File: config.mk
export PLATFORM = sky130hd
export DESIGN_NAME = singbuf_job_sched
export DESIGN_NICKNAME = d
export VERILOG_FILES = /design/src/rtl/singbuf_sched_pkg.sv /design/src/rtl/sched_job_fifo.sv /design/src/rtl/singbuf_job_sched.sv
export SDC_FILE = /design/constraint.sdc
export NUM_CORES = 1
export LEC_CHECK = 0
export ABC_AREA = 1
export BUFFER_PORTS_ARGS = -buffer_cell sky130_fd_sc_hd__buf_2
export CORE_MARGIN = 1
export CORE_UTILIZATION = 40
export DETAILED_ROUTE_END_ITERATION = 12
export PLACE_DENSITY = 0.67
export SLEW_MARGIN = 20
export SYNTH_ARGS = -nofsm -noshare
export SYNTH_HDL_FRONTEND = slang
export SYNTH_HIERARCHICAL = 1
export SYNTH_SLANG_ARGS = --single-unit
File: constraint.sdc
create_clock -name clk -period 2.7 [get_ports clk]
set_input_delay 0.54 -clock clk [delete_from_list [all_inputs] [get_ports clk]]
set_output_delay 0.54 -clock clk [all_outputs]
set_load 0.005 [all_outputs]
File: src/rtl/singbuf_sched_pkg.sv
// Shared types for the single-buffer job scheduler: config field widths,
// the packed job descriptor and the scheduler state encoding.
package singbuf_sched_pkg;

   localparam int unsigned MAX_NDATA_DEF   = 1024;
   localparam int unsigned MAX_NPERIOD_DEF = 524288;
   localparam int unsigned NDATA_W         = $clog2(MAX_NDATA_DEF);
   localparam int unsigned NPER_W          = $clog2(MAX_NPERIOD_DEF);

   typedef struct packed {
      logic [NPER_W-1:0]  n_period;
      logic [NDATA_W-1:0] n_data;
   } job_cfg_t;

   typedef enum logic [2:0] {
      IDLE,
      CHECK,
      LOAD,
      START,
      RUN,
      DONE,
      ABORT
   } state_t;

endpackage

File: src/rtl/sched_job_fifo.sv
// Synchronous first-word-fall-through FIFO holding queued job configs;
// the head word is visible on rd_data whenever empty is low.
module sched_job_fifo #(
   parameter int unsigned WIDTH = 29,
   parameter int unsigned DEPTH = 4
) (
   input  logic                     clk,
   input  logic                     rst,
   input  logic                     push,
   input  logic [WIDTH-1:0]         wr_data,
   input  logic                     pop,
   output logic [WIDTH-1:0]         rd_data,
   output logic                     empty,
   output logic                     full,
   output logic [$clog2(DEPTH):0]   level
);

   localparam int unsigned AW = $clog2(DEPTH);
   localparam int unsigned LW = AW + 1;

   logic [WIDTH-1:0] mem [DEPTH];
   logic [AW-1:0]    wr_ptr;
   logic [AW-1:0]    rd_ptr;
   logic             do_push;
   logic             do_pop;

   assign empty   = (level == '0);
   assign full    = (level == LW'(DEPTH));
   assign do_push = push && !full;
   assign do_pop  = pop && !empty;
   assign rd_data = mem[rd_ptr];

   always_ff @(posedge clk) begin
      if (rst) begin
         wr_ptr <= '0;
         rd_ptr <= '0;
         level  <= '0;
      end else begin
         if (do_push) begin
            mem[wr_ptr] <= wr_data;
            wr_ptr      <= wr_ptr + AW'(1);
         end
         if (do_pop) begin
            rd_ptr <= rd_ptr + AW'(1);
         end
         case ({do_push, do_pop})
            2'b10:   level <= level + LW'(1);
            2'b01:   level <= level - LW'(1);
            default: level <= level;
         endcase
      end
   end

endmodule

File: src/rtl/singbuf_job_sched.sv
// Job scheduler in front of one single-buffer instance: queues {nPeriod, nData}
// jobs, runs them one at a time and watches read beats for completion.
// Optional RUN watchdog enabled by defining SINGBUF_SCHED_TIMEOUT_EN.
module singbuf_job_sched
   import singbuf_sched_pkg::*;
#(
   parameter int unsigned MAX_NDATA   = 1024,
   parameter int unsigned MAX_NPERIOD = 524288,
   parameter int unsigned JOB_DEPTH   = 4,
   parameter int unsigned CNT_W       = 16
`ifdef SINGBUF_SCHED_TIMEOUT_EN
   ,
   parameter int unsigned TIMEOUT     = 4096
`endif
) (
   input  logic                                            clk,
   input  logic                                            rst,
   input  logic [$clog2(MAX_NPERIOD)+$clog2(MAX_NDATA)-1:0] job_cfg,
   input  logic                                            job_valid,
   output logic                                            job_ready,
   input  logic                                            abort,
   output logic [$clog2(MAX_NPERIOD)+$clog2(MAX_NDATA)-1:0] buf_cfg,
   output logic                                            buf_start,
   output logic                                            buf_rst_n,
   input  logic                                            buf_re,
   input  logic                                            buf_rrdy,
   output logic                                            busy,
   output logic                                            job_done,
   output logic                                            job_err,
   output logic [CNT_W-1:0]                                jobs_completed,
`ifdef SINGBUF_SCHED_TIMEOUT_EN
   output logic                                            timeout_flag,
`endif
   output logic [$clog2(JOB_DEPTH):0]                      q_level
);

   localparam int unsigned DW = $clog2(MAX_NDATA);
   localparam int unsigned PW = $clog2(MAX_NPERIOD);
   localparam int unsigned CW = DW + PW;

   state_t          state;
   state_t          state_nx;
   logic [CW-1:0]   cfg_q;
   logic [CW-1:0]   buf_cfg_q;
   logic [CW-1:0]   fifo_head;
   logic            fifo_empty;
   logic            fifo_full;
   logic            push;
   logic            pop;
   logic [DW-1:0]   n_data;
   logic [PW-1:0]   n_period;
   logic [DW-1:0]   d_cnt;
   logic [PW-1:0]   p_cnt;
   logic            cfg_bad;
   logic            re_hs;
   logic            d_last;
   logic            p_last;
   logic            ab_cnt;

   assign job_ready = !fifo_full;
   assign push      = job_valid && job_ready;
   assign pop       = (state == IDLE) && !fifo_empty;

   sched_job_fifo #(
      .WIDTH (CW),
      .DEPTH (JOB_DEPTH)
   ) u_fifo (
      .clk     (clk),
      .rst     (rst),
      .push    (push),
      .wr_data (job_cfg),
      .pop     (pop),
      .rd_data (fifo_head),
      .empty   (fifo_empty),
      .full    (fifo_full),
      .level   (q_level)
   );

   assign n_data   = cfg_q[DW-1:0];
   assign n_period = cfg_q[CW-1:DW];
   assign cfg_bad  = (n_data == '0) || (n_period == '0);
   assign re_hs    = buf_re && buf_rrdy;
   assign d_last   = (d_cnt == n_data - DW'(1));
   assign p_last   = (p_cnt == n_period - PW'(1));

`ifdef SINGBUF_SCHED_TIMEOUT_EN
   localparam int unsigned TW = $clog2(TIMEOUT);

   logic [TW-1:0] wd_cnt;
   logic          wd_hit;
   logic          tmo_q;

   // Fires on the cycle the counter would step onto TIMEOUT-1.
   assign wd_hit = (state == RUN) && !re_hs && (wd_cnt == TW'(TIMEOUT - 2));

   always_ff @(posedge clk) begin
      if (rst) begin
         wd_cnt <= '0;
         tmo_q  <= 1'b0;
      end else begin
         if ((state != RUN) || re_hs) begin
            wd_cnt <= '0;
         end else begin
            wd_cnt <= wd_cnt + TW'(1);
         end
         if (state != ABORT) begin
            tmo_q <= wd_hit && !abort;
         end
      end
   end

   assign timeout_flag = (state == ABORT) && !ab_cnt && tmo_q;
`endif

   always_comb begin
      state_nx = state;
      case (state)
         IDLE:  if (!fifo_empty) state_nx = CHECK;
         CHECK: state_nx = cfg_bad ? IDLE : LOAD;
         LOAD:  state_nx = abort ? ABORT : START;
         START: state_nx = abort ? ABORT : RUN;
         RUN: begin
            if (abort) begin
               state_nx = ABORT;
            end else if (re_hs && d_last && p_last) begin
               state_nx = DONE;
            end
`ifdef SINGBUF_SCHED_TIMEOUT_EN
            else if (wd_hit) begin
               state_nx = ABORT;
            end
`endif
         end
         DONE:    state_nx = IDLE;
         ABORT:   if (ab_cnt) state_nx = IDLE;
         default: state_nx = IDLE;
      endcase
   end

   assign buf_cfg   = buf_cfg_q;
   assign buf_start = (state == START);
   assign job_done  = (state == DONE);
   assign job_err   = ((state == CHECK) && cfg_bad) || ((state == ABORT) && !ab_cnt);
   assign busy      = (state == LOAD) || (state == START) || (state == RUN) || (state == ABORT);
   assign buf_rst_n = !(rst || (state == ABORT));

   always_ff @(posedge clk) begin
      if (rst) begin
         state          <= IDLE;
         cfg_q          <= '0;
         buf_cfg_q      <= '0;
         d_cnt          <= '0;
         p_cnt          <= '0;
         ab_cnt         <= 1'b0;
         jobs_completed <= '0;
      end else begin
         state <= state_nx;
         if (pop) begin
            cfg_q <= fifo_head;
         end
         // buf_cfg only moves on an accepted job, so rejects never disturb the buffer.
         if ((state == CHECK) && !cfg_bad) begin
            buf_cfg_q <= cfg_q;
         end
         if (state == START) begin
            d_cnt <= '0;
            p_cnt <= '0;
         end else if ((state == RUN) && re_hs) begin
            if (d_last) begin
               d_cnt <= '0;
               p_cnt <= p_cnt + PW'(1);
            end else begin
               d_cnt <= d_cnt + DW'(1);
            end
         end
         ab_cnt <= (state == ABORT) && !ab_cnt;
         if ((state == DONE) && (jobs_completed != '1)) begin
            jobs_completed <= jobs_completed + CNT_W'(1);
         end
      end
   end

endmodule

==> flow_metrics.tcl <==
set metrics [dict create \
    crit_slowest_cell "dfxtp_1" \
    crit_path_cell_trace "nor2_1 -> nand2_1 -> nor2_4 -> nand3_1 -> nor2_1 -> nand2_1 -> nand2_1 -> nand2_1 -> nand2_1 -> buf_2" \
    yosysTopAreaCellShare_pct 31.81 \
    antenna_found_initial 0 \
    post-dp-hpwl_um 17040 \
    ir_worst_vdd_mv 0.5479 \
    max_stage_delay_ns 0.37 \
    critPathRequiredTime_ns 2.16 \
    final_common_cell "nand2_1" \
    area_growth_pct 15.26 \
    finalSetupViolations 0 \
    swShare_pct 38.90 \
    placed_area_sq_um 11740 \
    p_sw_mw 5.249 \
    p_int_mw 8.244 \
    portBuffers 88 \
    finalWirelength_um 24700 \
    nNetsFinal 1348 \
    die-height_um 167.5 \
    finClkSkew_ns 0.01785 \
    leakagePower_nw 4.829 \
    cpLargestDelayFamily "simple AND/OR/NAND/NOR gates" \
    die-area_sq_um 28040 \
    min_period_ns 2.538 \
    htreeDepth 1 \
    seq_area_sq_um 5806 \
    p_comb_share_pct 38.2 \
    final_cell_mix "nand2_1, o21ai_0, inv_1, nor2_1" \
    cts_sinks 232 \
    drc 0 \
    crit_top_cell "nand2_1" \
    slew_viol_final 0 \
    syn-num-nets 1263 \
    finish.utilization_pct 46.96 \
    diodes 0 \
    clkPwrFrac_pct 26.1 \
    grt_max_degree 71 \
    hold_viol 0 \
    slew_headroom_pct 62.17 \
    place.gp.congestion 0.9236 \
    synth_edf_count 116 \
    cp_num_buf_inv 1 \
    grt_pass1_vias 7838 \
    fin_area_sq_um 12620 \
    grt_pass1_wl_um 40160 \
    layout-drive-gt1-share_pct 18.42 \
    firstDrtPassIters 5 \
    num_vias 8392 \
    io-pin-count 89 \
    clock_path_buffers 3 \
    yosys-top-cells-area "edfxtp_1, dfxtp_1, o21ai_0" \
    yosys.area.top_type "edfxtp_1" \
    syn_inst 1216 \
    tritoncts "built" \
    die_w_um 167.5 \
    vias_per_cell 5.055 \
    synth_seq_cells 232 \
    clkSlewWorstSetupHoldPaths_ns 0.06 \
    rows 60 \
    yosys_warnings 6 \
    netlist_area_sq_um 10950 \
    fin_total_pwr_mw 13.49 \
    start_util_pct 40.74 \
    cap_violations 0 \
    status "finished, final reports clean" \
    worstPathMaxFanout 5 \
    syn_avg_cell_area_sq_um 9.004 \
    cts_root_buffer "clkbuf_16" \
    synth_ff_type "edfxtp_1" \
    grtUsageTotal_pct 17.61 \
    max_freq_mhz 394.0 \
    worstMarginPinSlew_ns 0.5675 \
    drtIter0Drc 612 \
    fillers 2584 \
    p_seq_share_pct 35.7 \
    p_per_area_nw_per_um2 1069 \
    cp.arrival_ns 2.00 \
    overflow 0 \
    async_flop_share_pct 0 \
    cts_buffers 25 \
    hp-class "in -> reg" \
    critical_path_class "reg -> out" \
    synth.distinct_cells 42 \
    start_kind "register" \
    synth_seq_area_share_pct 53.02 \
    wl_per_cell_um 14.88 \
    worstSkewPairLatency_ns 0.53 \
    cts-hold-fix-buffers 0 \
    core_area_sq_um 26880 \
    period_share_pct 93.99 \
    drt.antenna.violating_nets 0 \
    multi_input_area_sq_um 4357 \
    crit_path_end_kind "primary output" \
]
power groups by stage:
stage	logic [mW]	registers (mW)	clock network (mW)
2_1_floorplan	3.88	4.74	0
3_3_place_gp	4.99	4.86	0
6_report	5.16	4.81	3.52
3_5_place_dp	5.08	4.87	0
5_1_grt	5.84	4.88	3.73
4_1_cts	5.14	4.80	3.60
worst paths after layout:
path | slack (ns) | to | cells past startpoint | startpoint
worst min register to register | 0.44 | buf_cfg[25]$_SDFFE_PP0P_ | 2 | buf_cfg[25]$_SDFFE_PP0P_
worst max register to register | 0.51 | p_cnt[6]$_SDFFE_PP0P_ | 11 | cfg_q[0]$_SDFFE_PP0P_
worst min-delay path | 0.23 | u_fifo/mem[2][23]$_DFFE_PP_ | 1 | job_cfg[23]
worst max-delay path | 0.16 | job_err | 10 | cfg_q[21]$_SDFFE_PP0P_
synthesized netlist by cell type (2+ instances only):
master,n
o21ai_0,134
xnor2_1,16
inv_1,134
inv_2,11
clkbuf_1,19
o21ai_1,2
nand4_1,28
nor2_2,15
buf_6,4
buf_2,19
o22ai_2,20
nand2_2,7
nor3_2,3
o22ai_1,9
nor4_1,5
nor2_4,25
nand3_2,4
xor2_1,23
edfxtp_1,116
a21oi_1,89
buf_12,2
nand3b_1,6
buf_4,3
nand2_1,168
nor3_1,21
dfxtp_1,116
a31oi_1,4
ha_1,11
nor3b_1,4
nand3_1,55
nor2_1,132
routing by layer:
layer / vias up / track usage, % / share of wire, %
met4: 0 / 5.465 / 2.0
met3: 34 / 2.836 / 4.8
met2: 172 / 29.69 / 48
met5: - / 0 / 0
met1: 3926 / 23.13 / 45
li1: 4260 / - / -
registers in the layout, summed over array words and instances, names as in the netlist, named ones only:
| signal | cells |
|---|---|
| ab_cnt | 1 |
| buf_cfg | 29 |
| cfg_q | 29 |
| d_cnt | 10 |
| jobs_completed | 16 |
| p_cnt | 19 |
| state | 3 |
| u_fifo/level | 3 |
| u_fifo/mem | 116 |
| u_fifo/rd_ptr | 2 |
| u_fifo/wr_ptr | 2 |
layout make-up:
type | instances | area share (%)
Sequential cell | 232 | 46.00
Clock inverter | 15 | 1.457
Timing Repair Buffer | 106 | 5.057
Inverter | 145 | 4.313
Tap cell | 341 | 3.381
Multi-Input combinational cell | 791 | 34.52
Clock buffer | 30 | 5.265
stage by stage:
stage               setup TNS, ns  hold WS (ns)  cells  setup slack, ns
finish                          0        0.2269   1660           0.1622
global placement                0        0.4315   1614           0.5093
detailed placement              0        0.4339   1614           0.4554
floorplan                       0        0.4402   1216          0.02472
CTS                             0        0.2140   1660          0.03736
global route            -0.006502        0.2202   1660        -0.006502
cells by family after synthesis:
family          after synthesis  share of synthesized area, %
fa+ha+maj                    12                         1.440
xor+xnor                     39                         3.120
compound gates              263                         13.67
simple gates                477                         21.24
buf+inv                     193                         7.508
flops                       232                         53.02
what timing repair did:
action / 4_1_cts / 5_1_grt
endpoints found under the hold margin: 0 / 0
gates cloned: 0 / 0
endpoints found under the setup margin: 1 / 1
setup buffers: 1 / 0
gates resized for setup: 1 / 7
pin swaps: 1 / 0
(Power assumes the default switching activity.)
